## src/rtl/fifo_pkg.sv

```systemverilog
// Shared definitions for the flagged FIFO: request encoding and count sizing.
package fifo_pkg;

  // Encodings of the {Write, Read} request pair.
  localparam logic [1:0] OP_IDLE  = 2'b00;
  localparam logic [1:0] OP_READ  = 2'b01;
  localparam logic [1:0] OP_WRITE = 2'b10;
  localparam logic [1:0] OP_RDWR  = 2'b11;

  // The occupancy count needs one bit more than the pointers so that DEPTH fits.
  function automatic int count_width(input int addr_bits);
    return addr_bits + 1;
  endfunction

endpackage

```

## src/rtl/fifo_regfile.sv

```systemverilog
// Register-array storage: synchronous write port, asynchronous (show-ahead) read port.
module fifo_regfile #(
  parameter int WIDTH     = 8,
  parameter int ADDR_BITS = 4
) (
  input  logic                 clk_i,
  input  logic                 we_i,
  input  logic [ADDR_BITS-1:0] waddr_i,
  input  logic [WIDTH-1:0]     wdata_i,
  input  logic [ADDR_BITS-1:0] raddr_i,
  output logic [WIDTH-1:0]     rdata_o
);

  logic [WIDTH-1:0] mem_q [2**ADDR_BITS];

  // Contents are deliberately not reset; the control logic tracks validity.
  always_ff @(posedge clk_i) begin
    if (we_i) mem_q[waddr_i] <= wdata_i;
  end

  assign rdata_o = mem_q[raddr_i];

endmodule

```

## src/rtl/fifo_flagged.sv

```systemverilog
// Synchronous FIFO with occupancy count, registered threshold flags and sticky error flags.
module fifo_flagged
  import fifo_pkg::*;
#(
  parameter int WIDTH     = 8,
  parameter int ADDR_BITS = 4,
  parameter int AF_LEVEL  = 2**ADDR_BITS - 1,
  parameter int AE_LEVEL  = 1
) (
  input  logic                              Clock,
  input  logic                              ResetN,
  input  logic                              Write,
  input  logic [WIDTH-1:0]                  WriteData,
  input  logic                              Read,
  output logic [WIDTH-1:0]                  ReadData,
  output logic                              Empty,
  output logic                              Full,
  output logic                              AlmostEmpty,
  output logic                              AlmostFull,
  output logic [count_width(ADDR_BITS)-1:0] Count,
  output logic                              Overflow,
  output logic                              Underflow,
  input  logic                              ClearErr
);

  localparam int CW    = count_width(ADDR_BITS);
  localparam int DEPTH = 2**ADDR_BITS;

  // Handshake: Write and Read are single-cycle requests sampled on every rising
  // edge. A push is accepted when the FIFO is not full or a pop in the same cycle
  // frees a slot; a pop is accepted when the FIFO is not empty. Rejected requests
  // change no pointer, count or storage and only raise the matching sticky flag.

  logic [ADDR_BITS-1:0] wptr_q, wptr_d, rptr_q, rptr_d;
  logic [CW-1:0]        count_q, count_d;
  logic                 empty_q, empty_d, full_q, full_d;
  logic                 aempty_q, aempty_d, afull_q, afull_d;
  logic                 ovf_q, ovf_d, udf_q, udf_d;
  logic                 push_en, pop_en, ovf_set, udf_set;
  logic [1:0]           op;

  always_comb begin
    op      = {Write, Read};
    push_en = Write & (~full_q | Read);
    pop_en  = Read & ~empty_q;
    wptr_d  = wptr_q;
    rptr_d  = rptr_q;
    count_d = count_q;
    ovf_set = 1'b0;
    udf_set = 1'b0;

    if (push_en) wptr_d = wptr_q + ADDR_BITS'(1);
    if (pop_en)  rptr_d = rptr_q + ADDR_BITS'(1);

    case ({push_en, pop_en})
      2'b10:   count_d = count_q + CW'(1);
      2'b01:   count_d = count_q - CW'(1);
      default: count_d = count_q;
    endcase

    case (op)
      OP_IDLE:  ;
      OP_WRITE: ovf_set = full_q;
      OP_READ:  udf_set = empty_q;
      OP_RDWR:  udf_set = empty_q;
      default:  ;
    endcase

    // A set condition takes priority over a simultaneous clear.
    ovf_d = ovf_set | (ovf_q & ~ClearErr);
    udf_d = udf_set | (udf_q & ~ClearErr);

    // Flags are derived from the next count so they line up with Count each cycle.
    empty_d  = (count_d == '0);
    full_d   = (count_d == CW'(DEPTH));
    aempty_d = (count_d <= CW'(AE_LEVEL));
    afull_d  = (count_d >= CW'(AF_LEVEL));
  end

  always_ff @(posedge Clock or negedge ResetN) begin
    if (!ResetN) begin
      wptr_q   <= '0;
      rptr_q   <= '0;
      count_q  <= '0;
      empty_q  <= 1'b1;
      full_q   <= 1'b0;
      aempty_q <= 1'b1;
      afull_q  <= 1'b0;
      ovf_q    <= 1'b0;
      udf_q    <= 1'b0;
    end else begin
      wptr_q   <= wptr_d;
      rptr_q   <= rptr_d;
      count_q  <= count_d;
      empty_q  <= empty_d;
      full_q   <= full_d;
      aempty_q <= aempty_d;
      afull_q  <= afull_d;
      ovf_q    <= ovf_d;
      udf_q    <= udf_d;
    end
  end

  fifo_regfile #(
    .WIDTH     (WIDTH),
    .ADDR_BITS (ADDR_BITS)
  ) u_regfile (
    .clk_i   (Clock),
    .we_i    (push_en),
    .waddr_i (wptr_q),
    .wdata_i (WriteData),
    .raddr_i (rptr_q),
    .rdata_o (ReadData)
  );

  assign Empty       = empty_q;
  assign Full        = full_q;
  assign AlmostEmpty = aempty_q;
  assign AlmostFull  = afull_q;
  assign Count       = count_q;
  assign Overflow    = ovf_q;
  assign Underflow   = udf_q;

endmodule
```

## config.mk

```make
export PLATFORM = sky130hd
export DESIGN_NAME = fifo_flagged
export DESIGN_NICKNAME = d
export VERILOG_FILES = /design/src/rtl/fifo_pkg.sv /design/src/rtl/fifo_regfile.sv /design/src/rtl/fifo_flagged.sv
export SDC_FILE = /design/constraint.sdc
export NUM_CORES = 1
export LEC_CHECK = 0
export CAP_MARGIN = 20
export CORE_ASPECT_RATIO = 1.2
export CORE_MARGIN = 8
export CORE_UTILIZATION = 35
export CTS_CLUSTER_DIAMETER = 100
export DETAILED_ROUTE_END_ITERATION = 7
export GPL_ROUTABILITY_DRIVEN = 0
export HOLD_SLACK_MARGIN = 0.15
export PLACE_DENSITY = 0.58
export SLEW_MARGIN = 20
export SYNTH_ARGS = -nofsm -noshare
export SYNTH_HDL_FRONTEND = slang
export SYNTH_SLANG_ARGS = --single-unit
export TNS_END_PERCENT = 5
```

## constraint.sdc

```tcl
create_clock -name Clock -period 3.5 [get_ports Clock]
set_clock_uncertainty 0.2 [all_clocks]
set_input_delay 0.35 -clock Clock [delete_from_list [all_inputs] [get_ports Clock]]
set_output_delay 0.35 -clock Clock [all_outputs]
set_load 0.005 [all_outputs]
```

# After elaboration in Yosys (flattened, before gate mapping)
# Memories as Yosys holds them, arrays and structs flattened.
# Cells that the tools add are included.
# op_classes
n_addsub	4
order_cmp	2
n_eq_ne	6
mux	5
bitwise	10
reduce_logical	2
# ops
cell	count
$pmux 5 s2	1
$add 4x1->4 const B	2
$eq 2x2->1 const B	3
$add 5x1->5 const B	1
$eq 5x5->1 const B	1
$ge 5x4->1 const B	1
$le 5x1->1 const B	1
$logic_not 5->1	1
$sub 5x1->5 const B	1
$and 1x1->1	4
$eq 2x1->1 const B	2
$mux 1	4
$not 1->1	3
$or 1x1->1	3
$reduce_or 2->1	1
# word_totals
reg_bits	19
mem_bits_rw	128
inputBits	13
output_inout_bits	19
elab_cells	39
n_memories	1
# mem_list
name	words	word_bits	rd	rd_clocked_by_memory_dff	write_ports	line_no	rtl
u_regfile.mem_q	16	8	1	0	1	fifo_regfile.sv:14	logic [WIDTH-1:0] mem_q [2**ADDR_BITS];

# Depth between registers and ports, before layout
# Gate-level depths: netlist of run 1.
# depth
ltp_word	6
depth_mapped	13
mapped_depth_nobuf	11

# Hierarchy
# A second synthesis of run 1 with hierarchy kept.
# hier_totals
hier_cells	315
hier_area_um2	5989.5
# by_module_without_submodules
module	n_inst	cells_per_inst	area_each_um2	seq_area_each_um2
fifo_regfile	1	221	4987.3	3843.7
fifo_flagged	1	94	1002.2	478.0

# Worst setup path before layout of run 1
# Ideal clock, no wire load.
# synth_path
kind	register to register
start	register full_q, in the netlist Full
end	register aempty_q, in the netlist AlmostEmpty
setup_ns	0.097
arrival_ns	2.532
slack_ns	0.672
path_stages_with_launch	14
n_path_buf	2
period_less_slack_ns	2.828
cell_sequence	dfrtp_1 -> nand2b_1 -> and2_1 -> clkbuf_1 -> inv_1 -> ha_1 -> buf_2 -> xor2_1 -> ha_1 -> a21oi_1 -> mux2i_1 -> xor2_1 -> inv_1 -> nor4_1
# synth_between
elab_chain_cells	6
# synth_lines
element	line_no	rtl
start: declaration	fifo_flagged.sv:36	logic empty_q, empty_d, full_q, full_d;
start signal: assignment	fifo_flagged.sv:96	full_q <= full_d;
$not 1->1 *	fifo_flagged.sv:44	push_en = Write & (~full_q | Read);
$or 1x1->1 *	fifo_flagged.sv:44	
$and 1x1->1 *	fifo_flagged.sv:44	
$eq 2x1->1 / $eq 2x2->1 (equally long branches)	fifo_flagged.sv:55	case ({push_en, pop_en})
$pmux 5 s2 *	fifo_flagged.sv:55	
net count_d[2]	fifo_flagged.sv:35	logic [CW-1:0] count_q, count_d;
$le 5x1->1 *	fifo_flagged.sv:76	aempty_d = (count_d <= CW'(AE_LEVEL));
net aempty_d	fifo_flagged.sv:37	logic aempty_q, aempty_d, afull_q, afull_d;
end signal: assignment	fifo_flagged.sv:97	aempty_q <= aempty_d;
end: declaration	fifo_flagged.sv:37	
# Mark *: on every way through the listed nets, which the timed path passes. The rest lies on a longest branch.
# A chain may end at the register's enable or synchronous reset.

# Worst setup path after layout of run 1
# layout_path
start	register rptr_q[0]
end	output ReadData[0]
# layout_between
elab_chain_cells	1
# layout_lines
element	line_no	rtl
start: declaration	fifo_flagged.sv:34	logic [ADDR_BITS-1:0] wptr_q, wptr_d, rptr_q, rptr_d;
start signal: assignment	fifo_flagged.sv:93	rptr_q <= rptr_d;
$mem_v2 16x8	--	
end: declaration	fifo_flagged.sv:15	output logic [WIDTH-1:0] ReadData,
# No other way between the ends.

==> results of run 1 <==
==> cells in the final DEF (no fill, tap or decap), types with 2 or more instances in the layout <==
cell,netlist,layout
edfxtp_1,128,128
xor2_1,7,7
inv_1,14,14
mux4_1,30,30
nor2b_1,4,4
nor2_1,6,6
nor4_2,0,4
nand2_1,6,6
nand4_1,2,2
nand3_1,3,3
ha_1,8,8
nor3b_1,2,2
a21oi_1,3,3
bufinv_16,0,5
mux4_2,10,10
buf_4,0,13
clkinv_2,0,5
nor3_1,2,2
and2_1,9,9
xnor2_1,5,5
clkbuf_16,0,17
dfrtp_1,17,16
clkdlybuf4s50_1,0,31
dfstp_2,2,2
clkbuf_1,9,3
o21ai_0,4,4
mux2i_1,2,2
==> metrics by stage <==
step,hold slack (ns),util (%),cells,worst slack [ns],cell area [um2]
after floorplan,-0.146,-,293,0.672,6020
after global placement,0.323,39.5,538,0.390,6650
after detailed placement,0.328,39.5,538,0.245,6650
after CTS,0.251,43.2,570,0.216,7270
after global routing,0.292,43.2,570,0.183,7270
final,0.243,43.2,570,0.272,7270
==> registers in the layout, indices dropped and copies added, names as in the netlist <==
name and flops:
Underflow 1, rptr_q 4, Full 1, Overflow 1, AlmostFull 1, wptr_q 4, u_regfile.mem_q 128, AlmostEmpty 1
Count 5, Empty 1
==> layout make-up <==
| cell class | instances | share of cell area [%] |
|---|---|---|
| flip-flops and latches | 147 | 59.4 |
| repair buffers | 45 | 5.88 |
| inverters | 14 | 0.723 |
| clock buffers | 20 | 6.00 |
| clock inverters | 12 | 2.56 |
| multi-input cells | 116 | 21.7 |
| well taps | 216 | 3.72 |
==> path summary, 6_finish.rpt <==
kind / cells after the start / start / slack, ns / to
max in group asynchronous: 1 / ResetN / 2.24 / rptr_q[0]
worst min register to register: 2 / Underflow / 0.34 / Underflow
worst max register to register: 11 / Full / 0.79 / AlmostEmpty
worst max-delay path: 4 / rptr_q[0] / 0.27 / ReadData[0]
worst min-delay path: 1 / ResetN / 0.24 / Count[4]
min in group Clock: 3 / Write / 0.29 / Overflow
==> where the power goes <==
part	switching, mW	internal [mW]
sequential	0.191	2.17
clock	0.664	1.25
combinational	0.808	0.958
total	1.66	4.38
==> per-layer routing <==
metal  GRT usage, %  wire [um]  vias to the layer above
li1               -          -                     1295
met1           14.8       5500                     1540
met2           18.9       6050                       58
met3           3.04        420                       24
met4           5.61        284                        0
met5              0          0                        -
==> kinds of logic after synthesis <==
family	Yosys count	share of synthesized area, %
AO/OA/AOI/OAI	12	1.27
flip-flops	147	71.8
XOR/XNOR	12	1.75
AND/OR/NAND/NOR	41	3.74
adder cells (fa/ha/maj)	8	1.66
multiplexers	43	17.3
buffers and inverters	30	2.47
==> out/results.ini, run 1 <==
[detailed_routing]
dr_total_vias=2917
vias_per_cell=5.12
wl_per_cell_um=21.5
first_pass_iters=4
remaining_drc_errors=0
drtIter0Drc=234
wl_mm=12.2
ant_nets=0

[yosys]
synth-edff-count=128
synth.most_common_cell=edfxtp_1
synth_top_cell_by_area=edfxtp_1
synth_area_leaders=edfxtp_1 (64%), mux4_1 (13%), dfrtp_1 (7.1%), mux4_2 (3.7%), ha_1 (1.7%)
synth_common_cells=edfxtp_1 (128), mux4_1 (30), dfrtp_1 (17)
syn_area_per_cell_um2=20.6
async_flop_share_pct=12.9
yosysSeqAreaShare_pct=71.8
syn-num-nets=314
netlist_area_um2=6020
ys_warn_count=0
synth_cell_types=35
synth_top_cell_area_share_pct=63.8
ys.flop_type=edfxtp_1
syn-instance-count=293
ys_ff_latch=147

[clocking]
cts_tree=built
cts_buffer_depth=2
cts-htree-levels=4
clk_latency_ns=0.42
ctsResizeCount=0
hold_buffers=0
cts.reportedPaths.clkPinSlew_ns=0.06
cts_setup_buffers=0
clock-root-buffer=clkbuf_16
cts_made_buffers=17
clock-sinks=147

[floorplanning]
die_x_um=136
io_pins=32
fp.dieArea_um2=21700
core-area_um2=16900
start_util_pct=35.7
rows=52
die_y_um=160

[worst_setup_path]
critPathBufInv=2
end_kind=primary output
slowest_delay_ns=0.64
critical_path_class=reg2out
critPathArrivalTime_ns=2.68
crit_chain=buf_12 -> mux4_1 -> mux4_2 -> clkdlybuf4s50_1
crit_path_start_kind=flop
cp_top_family=multiplexers
required_ns=2.95
crit_path_top_delay_cell=mux4_1
crit_fanout=35

[min_path]
min_path_type=in2async

[sta]
rsz0062_at_grt=no
tns_ns=0
slew_headroom_pct=39.6
hold_viol=0
clock.fmax_ghz=0.310
report.final.slew_viol_count=0
worst_pin_slew_ns=0.903
min_period_ns=3.23
setup_viol=0
finalCritPeriodShare_pct=92.2

[status]
status=complete, no violations

[power_and_ir_drop]
power_density_nw_per_um2=831
ir_drop_mv=0.477
p_total_mw=6.04
leakage_nw=2.54

[cells_and_area]
register_area_um2=4320
drive_gt1_share_pct=16.9
multi_input_area_um2=1580
nets=362
fillers=1474
antennaDiodeCount=0
area_growth_pct=20.8

[global_route]
grt.total_usage_pct=11.9
grt_pass1_wl_mm=18.7
antenna_found_initial=0
grt_pass1_vias=3160
grt_max_degree=36
grt.overflow.total=0

[placement]
dp_hpwl_mm=7.65
io_buffers=31

[job]
drv_cap=0

(Power assumes the default switching activity.)
==> run 2, diff against run 1 <==
--- a/config.mk
+++ b/config.mk
@@ -14,6 +14,7 @@
 export GPL_ROUTABILITY_DRIVEN = 0
 export HOLD_SLACK_MARGIN = 0.15
 export PLACE_DENSITY = 0.58
+export SKIP_LAST_GASP = 1
 export SLEW_MARGIN = 20
 export SYNTH_ARGS = -nofsm -noshare
 export SYNTH_HDL_FRONTEND = slang
==> results of run 2 <==
The final DEF is identical to that of run 1; final timing and power are the same.
